`src/rtl/mem_access_if.sv`:
```
// Request/response handshake between the MEM stage
// and the load/store sequencer.
interface mem_access_if #(
  parameter int AW = 10
);
  logic          req_valid;
  logic          req_ready;
  logic          req_write;
  logic [1:0]    req_size;
  logic          req_signed;
  logic [AW-1:0] req_addr;
  logic [31:0]   req_wdata;
  logic          resp_valid;
  logic          resp_err;
  logic [31:0]   resp_rdata;

  modport master (
    output req_valid, req_write, req_size,
    output req_signed, req_addr, req_wdata,
    input  req_ready, resp_valid, resp_err,
    input  resp_rdata
  );

  modport slave (
    input  req_valid, req_write, req_size,
    input  req_signed, req_addr, req_wdata,
    output req_ready, resp_valid, resp_err,
    output resp_rdata
  );
endinterface

```
`src/rtl/mem_access_unit.sv`:
```
// Load/store sequencer: byte/half/word accesses with
// read-modify-write for sub-word stores.
module mem_access_unit #(
  parameter int AW    = 10,
  parameter int DEPTH = 64
) (
  input  logic          clk,
  input  logic          rst_n,
  mem_access_if.slave   bus,
  output logic [AW-1:0] mem_addr,
  output logic [31:0]   mem_din,
  output logic          mem_wr,
  input  logic [31:0]   mem_dout
);

  typedef enum logic [1:0] {
    IDLE,
    ACCESS,
    RMW_RD,
    RMW_WR
  } state_t;

  state_t state, nxt;

  logic          r_write;
  logic [1:0]    r_size;
  logic          r_signed;
  logic [AW-1:0] r_addr;
  logic [31:0]   r_wdata;
  logic [31:0]   mbuf;

  logic          acc;
  logic          bad;
  logic          mis;
  logic          oor;
  logic [AW-1:0] a_al;
  logic [4:0]    sh;
  logic [31:0]   rd_sh;
  logic [31:0]   ld;
  logic [31:0]   mask;
  logic [31:0]   merged;

  assign bus.req_ready = (state == IDLE);
  assign acc = bus.req_valid & bus.req_ready;

  // Request legality: reserved size, alignment, range.
  assign a_al = {bus.req_addr[AW-1:2], 2'b00};
  assign oor  = a_al > AW'(DEPTH - 4);
  assign mis  =
    ((bus.req_size == 2'b01) & bus.req_addr[0]) |
    ((bus.req_size == 2'b10) &
     (|bus.req_addr[1:0]));
  assign bad  = (bus.req_size == 2'b11) | mis | oor;

  assign mem_addr = {r_addr[AW-1:2], 2'b00};

  // Lane shift; halves are 2-aligned so one rule fits.
  assign sh    = {r_addr[1:0], 3'b000};
  assign rd_sh = mem_dout >> sh;

  // Load lane select and extension.
  always_comb begin
    ld = rd_sh;
    unique case (1'b1)
      r_size == 2'b00:
        ld = {{24{r_signed & rd_sh[7]}},
              rd_sh[7:0]};
      r_size == 2'b01:
        ld = {{16{r_signed & rd_sh[15]}},
              rd_sh[15:0]};
      default:
        ld = rd_sh;
    endcase
  end

  // Merge store lane into the buffered word.
  always_comb begin
    mask = 32'h0000_00ff << sh;
    if (r_size == 2'b01)
      mask = 32'h0000_ffff << sh;
    merged = (mbuf & ~mask) |
             ((r_wdata << sh) & mask);
  end

  // State register.
  always_ff @(posedge clk or negedge rst_n) begin
    if (!rst_n) state <= IDLE;
    else        state <= nxt;
  end

  // Next state and Moore memory-write outputs.
  always_comb begin
    nxt     = state;
    mem_wr  = 1'b0;
    mem_din = 32'h0;
    unique case (state)
      IDLE: begin
        if (acc && !bad) begin
          if (bus.req_write &&
              bus.req_size != 2'b10)
            nxt = RMW_RD;
          else
            nxt = ACCESS;
        end
      end
      ACCESS: begin
        nxt = IDLE;
        if (r_write) begin
          mem_wr  = 1'b1;
          mem_din = r_wdata;
        end
      end
      RMW_RD: nxt = RMW_WR;
      RMW_WR: begin
        nxt     = IDLE;
        mem_wr  = 1'b1;
        mem_din = merged;
      end
      default: nxt = IDLE;
    endcase
  end

  // Capture legal requests and the RMW read word.
  always_ff @(posedge clk or negedge rst_n) begin
    if (!rst_n) begin
      r_write  <= 1'b0;
      r_size   <= 2'b00;
      r_signed <= 1'b0;
      r_addr   <= '0;
      r_wdata  <= 32'h0;
      mbuf     <= 32'h0;
    end else begin
      if (acc && !bad) begin
        r_write  <= bus.req_write;
        r_size   <= bus.req_size;
        r_signed <= bus.req_signed;
        r_addr   <= bus.req_addr;
        r_wdata  <= bus.req_wdata;
      end
      if (state == RMW_RD)
        mbuf <= mem_dout;
    end
  end

  // One-cycle response pulse; rdata held between pulses.
  always_ff @(posedge clk or negedge rst_n) begin
    if (!rst_n) begin
      bus.resp_valid <= 1'b0;
      bus.resp_err   <= 1'b0;
      bus.resp_rdata <= 32'h0;
    end else begin
      bus.resp_valid <= 1'b0;
      if (acc && bad) begin
        bus.resp_valid <= 1'b1;
        bus.resp_err   <= 1'b1;
        bus.resp_rdata <= 32'h0;
      end else if (state == ACCESS) begin
        bus.resp_valid <= 1'b1;
        bus.resp_err   <= 1'b0;
        bus.resp_rdata <= r_write ? 32'h0 : ld;
      end else if (state == RMW_WR) begin
        bus.resp_valid <= 1'b1;
        bus.resp_err   <= 1'b0;
        bus.resp_rdata <= 32'h0;
      end
    end
  end

endmodule

```
`src/flat_wrapper.sv`:
```
// flat-port wrapper written by rule: the top's interface ports become plain ports
module mem_access_unit_flat 
#(
  parameter int AW    = 10,
  parameter int DEPTH = 64
)
  (clk, rst_n, mem_addr, mem_din, mem_wr, mem_dout, bus_req_valid, bus_req_write, bus_req_size, bus_req_signed, bus_req_addr, bus_req_wdata, bus_req_ready, bus_resp_valid, bus_resp_err, bus_resp_rdata);
  mem_access_if #(.AW(AW)) bus_i ();
  input  logic clk;
  input  logic rst_n;
  output logic [AW-1:0] mem_addr;
  output logic [31:0] mem_din;
  output logic mem_wr;
  input  logic [31:0] mem_dout;
  input wire logic [$bits(bus_i.req_valid)-1:0] bus_req_valid;
  input wire logic [$bits(bus_i.req_write)-1:0] bus_req_write;
  input wire logic [$bits(bus_i.req_size)-1:0] bus_req_size;
  input wire logic [$bits(bus_i.req_signed)-1:0] bus_req_signed;
  input wire logic [$bits(bus_i.req_addr)-1:0] bus_req_addr;
  input wire logic [$bits(bus_i.req_wdata)-1:0] bus_req_wdata;
  output wire logic [$bits(bus_i.req_ready)-1:0] bus_req_ready;
  output wire logic [$bits(bus_i.resp_valid)-1:0] bus_resp_valid;
  output wire logic [$bits(bus_i.resp_err)-1:0] bus_resp_err;
  output wire logic [$bits(bus_i.resp_rdata)-1:0] bus_resp_rdata;
  assign bus_i.req_valid = bus_req_valid;
  assign bus_i.req_write = bus_req_write;
  assign bus_i.req_size = bus_req_size;
  assign bus_i.req_signed = bus_req_signed;
  assign bus_i.req_addr = bus_req_addr;
  assign bus_i.req_wdata = bus_req_wdata;
  assign bus_req_ready = bus_i.req_ready;
  assign bus_resp_valid = bus_i.resp_valid;
  assign bus_resp_err = bus_i.resp_err;
  assign bus_resp_rdata = bus_i.resp_rdata;
  mem_access_unit #(.AW(AW), .DEPTH(DEPTH)) u_core (.clk(clk), .rst_n(rst_n), .bus(bus_i), .mem_addr(mem_addr), .mem_din(mem_din), .mem_wr(mem_wr), .mem_dout(mem_dout));
endmodule
```
`config.mk`:
```
export PLATFORM = sky130hd
export DESIGN_NAME = mem_access_unit_flat
export DESIGN_NICKNAME = d
export VERILOG_FILES = /design/src/rtl/mem_access_if.sv /design/src/rtl/mem_access_unit.sv /design/src/flat_wrapper.sv
export SDC_FILE = /design/constraint.sdc
export NUM_CORES = 1
export LEC_CHECK = 0
export ABC_AREA = 1
export CAP_MARGIN = 10
export CORE_MARGIN = 8
export CORE_UTILIZATION = 41
export CTS_BUF_LIST = sky130_fd_sc_hd__clkbuf_8
export DETAILED_ROUTE_END_ITERATION = 7
export PLACE_DENSITY = 0.66
export SETUP_SLACK_MARGIN = 0.4
export SYNTH_ARGS = -nofsm -noshare
export SYNTH_HDL_FRONTEND = slang
export SYNTH_SLANG_ARGS = --single-unit
```
`constraint.sdc`:
```
create_clock -name clk -period 4.4 [get_ports clk]
set_clock_uncertainty 0.1 [all_clocks]
set_input_delay 0.88 -clock clk [delete_from_list [all_inputs] [get_ports clk]]
set_output_delay 0.88 -clock clk [all_outputs]
set_load 0.02 [all_outputs]
```
[Word-level counts from Yosys, hierarchy flattened]
Cells that the tools add are included.
Widths: inputs -> output; s select.
Word-level totals
  bits in registers: 114
  bits of input ports: 81
  output and inout port bits: 78
  word-level logic and storage cells: 64
Cells by class
  magnitude comparators: 1
  eq/ne operators: 9
  shift-type cells: 4
  mux-type cells: 19
  bitwise operators: 12
  reduce and logical (&&, ||, !) cells: 9
Operator list (count)
  $mux 32: 6
  $pmux 32 s2: 2
  $and 32x32->32: 2
  $not 32->32: 1
  $or 32x32->32: 1
  $shl 16x5->32 const A: 1
  $shl 32x5->32: 1
  $shl 8x5->32 const A: 1
  $shr 32x5->32: 1
  $gt 10x6->1 const B: 1
  $eq 2x2->1 const B: 4
  $mux 1: 7
  $eq 2x1->1 const B: 3
  $pmux 2 s3: 1
  $and 1x1->1: 5
  $logic_not 2->1: 2
  $mux 2: 2
  $ne 2x2->1 const B: 2
  $reduce_or 2->1: 2
  $logic_and 1x1->1: 3
  $or 1x1->1: 3
  $reduce_bool 3->1: 1
  $pmux 1 s2: 1
  $logic_not 1->1: 1

[Depth between registers and ports, before layout]
  depth after elaboration: 9
  gate-level depth with buffers: 9
  mapped depth without buffers: 8

[Least setup slack after synthesis]
Ideal clock, no wire load.
  kind: register -> output
  start point: register u_core.r_size[1]
  end point: output port mem_din[29]
  arrival time: 1.525 ns
  data required time: 3.420 ns
  setup slack: 1.895 ns
  cell stages (with the launch flop): 8
  path buffers: 2
  path through: dfrtp_1 -> buf_6 -> inv_4 -> nand2_2 -> a21oi_4 -> buf_6 -> o21ai_0 -> o21ai_0
On the way
  longest elaborated chain between the ends: 6
  elaborated cells on any way between the ends: 7
  those cells by class: eq/ne (1); mux (2); bitwise (4)
Ends and longest elaborated chain
  from (decl): RTL line mem_access_unit.sv:26  | logic [1:0] r_size;
  from (signal assigned): RTL line mem_access_unit.sv:135  | r_size <= bus.req_size;
  $eq 2x1->1 *: RTL line mem_access_unit.sv:79  | if (r_size == 2'b01)
  $mux 32 *: RTL line mem_access_unit.sv:79
  $not 32->32: RTL line mem_access_unit.sv:81  | merged = (mbuf & ~mask) |
  $and 32x32->32: RTL line mem_access_unit.sv:81
  $or 32x32->32 *: RTL line mem_access_unit.sv:81
  $pmux 32 s2 *: RTL line mem_access_unit.sv:96  | unique case (state)
  to (decl): RTL line flat_wrapper.sv:12  | output logic [31:0] mem_din;
Every way passes the cells marked *; elsewhere a longest branch is shown, timed or not.

[Worst setup path in the final report]
  start point: register u_core.r_size[1]
  end point: output port mem_din[30]
The elaborated chain is that of the path after synthesis.

==> summary.txt <==
Hold path
  • Hold Crit Class: flop to flop
  • Hold depth: 2
  • WHS Endpoint: u_core.r_addr[6]$_DFFE_PN0P_
  • Worst hold start: u_core.r_addr[6]$_DFFE_PN0P_

Cells and area
  • Diode count: 0
  • Commonest cells after routing, fill and taps aside: nand2_1, clkdlybuf4s50_1, dfrtp_1
  • Area Growth Syn to Fin: 30.36%
  • Non-Filler Instances: between 1,000 and 1,500
  • Commonest non-fill, non-tap cell in the layout: nand2_1
  • Final layout net count: 1,036
  • Fraction of layout cells with a size suffix above 1: 0.07756

Worst setup path
  • Crit path capture type: primary output
  • Critical path type: flop to primary output
  • Worst r2r src: u_core.state[0]$_DFFE_PN0P_
  • Flop2flop setup slack: between 2000 and 2500 ps
  • Critical path peak fanout: 17
  • Worst Setup Start Kind: flop
  • Required @ worst endpoint: about 3400 ps
  • FF-to-FF End: u_core.r_wdata[2]$_DFFE_PN0P_
  • R2R cell count: 7
  • Crit path DAT: 2810 ps

STA
  • WHS: about 370 ps
  • Final setup violating endpoints: 0
  • Final worst path period need: roughly 3800 ps
  • Setup TNS: 0 ps
  • Fmax: 0.2636 GHz
  • Hold Vio Cnt, Final: 0
  • Setup ws final: 607.1 ps
  • Slew @ Worst Pin: between 700 and 800 ps
  • Fin crit share: 0.8620
  • Count of pins over their slew limit: 0
  • RSZ-0062 raised after global routing: no
  • Worst rel slew slack: 0.4690

Route
  • Total number of vias: slightly below 6,000
  • Initial DRC Count: 716
  • Detail Route Antenna Nets: 0
  • Drt pass-1 iters: 6
  • DRC Markers: 0
  • DR WL/cell: around 17 µm
  • Via density: 5.139
  • Final Routed Wirelength: roughly 20,000 µm

Power and ir drop
  • Pwr Total: between 3 and 4 mW
  • Peak VDD IR: around 240 µV
  • P per Cell Area: 427.5 nW/µm²
  • Leakage Power: 3.948 nW

CTS
  • Clk buf depth: 2
  • Clock sink count: roughly 110
  • Clk Latency, worst-skew pair: approximately 450 ps
  • H-tree levels: 4
  • Setup bufs post-CTS: 0
  • CTS tree: yes
  • CTS clk-pin slew, worst paths: 70 ps
  • Total CTS buffers: 17
  • Post-CTS sizing: 0
  • CTS root buf: clkbuf_8
  • CTS Hold Buffers Added: 0

Floorplanning
  • Initial Util: 0.4151
  • Die Area: between 15,000 and 20,000 µm²
  • I/O pin count: around 160
  • Die Wd: about 140 µm
  • Core box area: approximately 15,000 µm²
  • Chip height: roughly 140 µm
  • Site row count: between 40 and 50

Place
  • DPL Wire Length: 14,370 µm
  • Routability congestion estimate: ~0.92
  • I/O Buffers: between 150 and 200
  • Pre-CTS setup slack: slightly below 1000 ps
  • Placed Cells: around 1,100

Yosys
  • Post-synthesis sequential area ratio: 0.4572
  • Synthesized area: 6240 µm²
  • Post-synth EDFFs: 0
  • Mapped Avg Cell Area: ~7.5 µm²
  • Cells after Synth: 830
  • FF+latch count, synth: about 110
  • Unique cell type count in the Yosys netlist: 30
  • FFs w/ async S/R, synth: 1.000
  • YS warnings: 0
  • Ys flop type: dfrtp_1

GRT
  • Initial antenna violation count: 0
  • Pin count of the biggest net entering global routing: between 80 and 90
  • Grt ovf: 0
  • Vias in the first global route: between 5,000 and 6,000
  • First-pass GRT wire length: ~32,000 µm
  • GRT Total Usage: 0.2056

Outcome
  • Status: finished clean

Job
  • MaxCap Viol Count: 0
[stage by stage]
step | cell area [µm²] | util
floorplan | 6243 | -
global placement | 7755 | 0.5159
detailed placement | 7755 | 0.5159
CTS | 8127 | 0.5406
global route | 8134 | 0.5411
finish | 8134 | 0.5411
[worst max path at each step]
stage / start / to / slack (ps) / cells after the start
5_1_grt: u_core.r_size[1]$_DFFE_PN0P_ / mem_din[31] / 430 / 6
2_1_floorplan: u_core.r_size[1]$_DFFE_PN0P_ / mem_din[29] / 1890 / 7
4_1_cts: u_core.r_addr[1]$_DFFE_PN0P_ / mem_din[30] / 460 / 5
3_5_place_dp: u_core.r_addr[1]$_DFFE_PN0P_ / mem_din[30] / 970 / 5
6_report: u_core.r_size[1]$_DFFE_PN0P_ / mem_din[30] / 610 / 6
3_3_place_gp: u_core.r_addr[1]$_DFFE_PN0P_ / mem_din[31] / 1030 / 5
[power breakdown]
group	internal (mW)	switching, mW	total (mW)
sequential	1.31	0.215	1.52
clock	0.499	0.419	0.917
combinational	0.429	0.607	1.04
total	2.24	1.24	3.48
[final cells by class]
class | count | area, µm²
Tap cell | 188 | 235.2
Fill cell | 1436 | 6899
Multi-Input combinational cell | 565 | 2676
Inverter | 91 | 350.3
Clock inverter | 6 | 27.53
Sequential cell | 114 | 2854
Clock buffer | 25 | 344.1
Timing Repair Buffer | 166 | 1647
[synth_stat cells (8+ instances only)]
cell type | instances | share of area
a21oi_1 | 28 | 0.022
buf_2 | 24 | 0.019
buf_4 | 20 | 0.024
clkbuf_1 | 10 | 0.0060
dfrtp_1 | 114 | 0.46
inv_1 | 85 | 0.051
nand2_1 | 268 | 0.16
nand3_1 | 70 | 0.056
nand4_1 | 8 | 0.0080
nor2_1 | 21 | 0.013
o211ai_1 | 20 | 0.024
o21ai_0 | 76 | 0.061
o21ai_1 | 35 | 0.028
[worst max-delay path: stages, from the launching register on]
cell	delay (ps)
dfrtp_1	610
inv_4	210
nand2_2	110
a21oi_4	380
o21ai_0	170
o21ai_0	220
clkdlybuf4s50_1	640
[cells by family after synthesis]
| family | count (synthesis) | share of synthesized area |
|---|---|---|
| buffers and inverters | 152 | 0.1159 |
| AO/OA/AOI/OAI | 169 | 0.1504 |
| multiplexers | 7 | 0.01263 |
| AND/OR/NAND/NOR | 387 | 0.2633 |
| flip-flops | 114 | 0.4572 |
| other | 1 | 0.0006010 |
[registers in the layout, indices dropped and copies added, names as in the netlist]
name	flops
u_core.bus.resp_err	1
u_core.bus.resp_rdata	32
u_core.bus.resp_valid	1
u_core.mbuf	32
u_core.r_addr	10
u_core.r_signed	1
u_core.r_size	2
u_core.r_wdata	32
u_core.r_write	1
u_core.state	2
[routing by layer]
metal,global-route usage,share of wire
met5,0,0
met4,0.08203,0.024
met3,0.05575,0.075
met2,0.3208,0.46
met1,0.2656,0.44
Power figures use the tool's default switching activity.
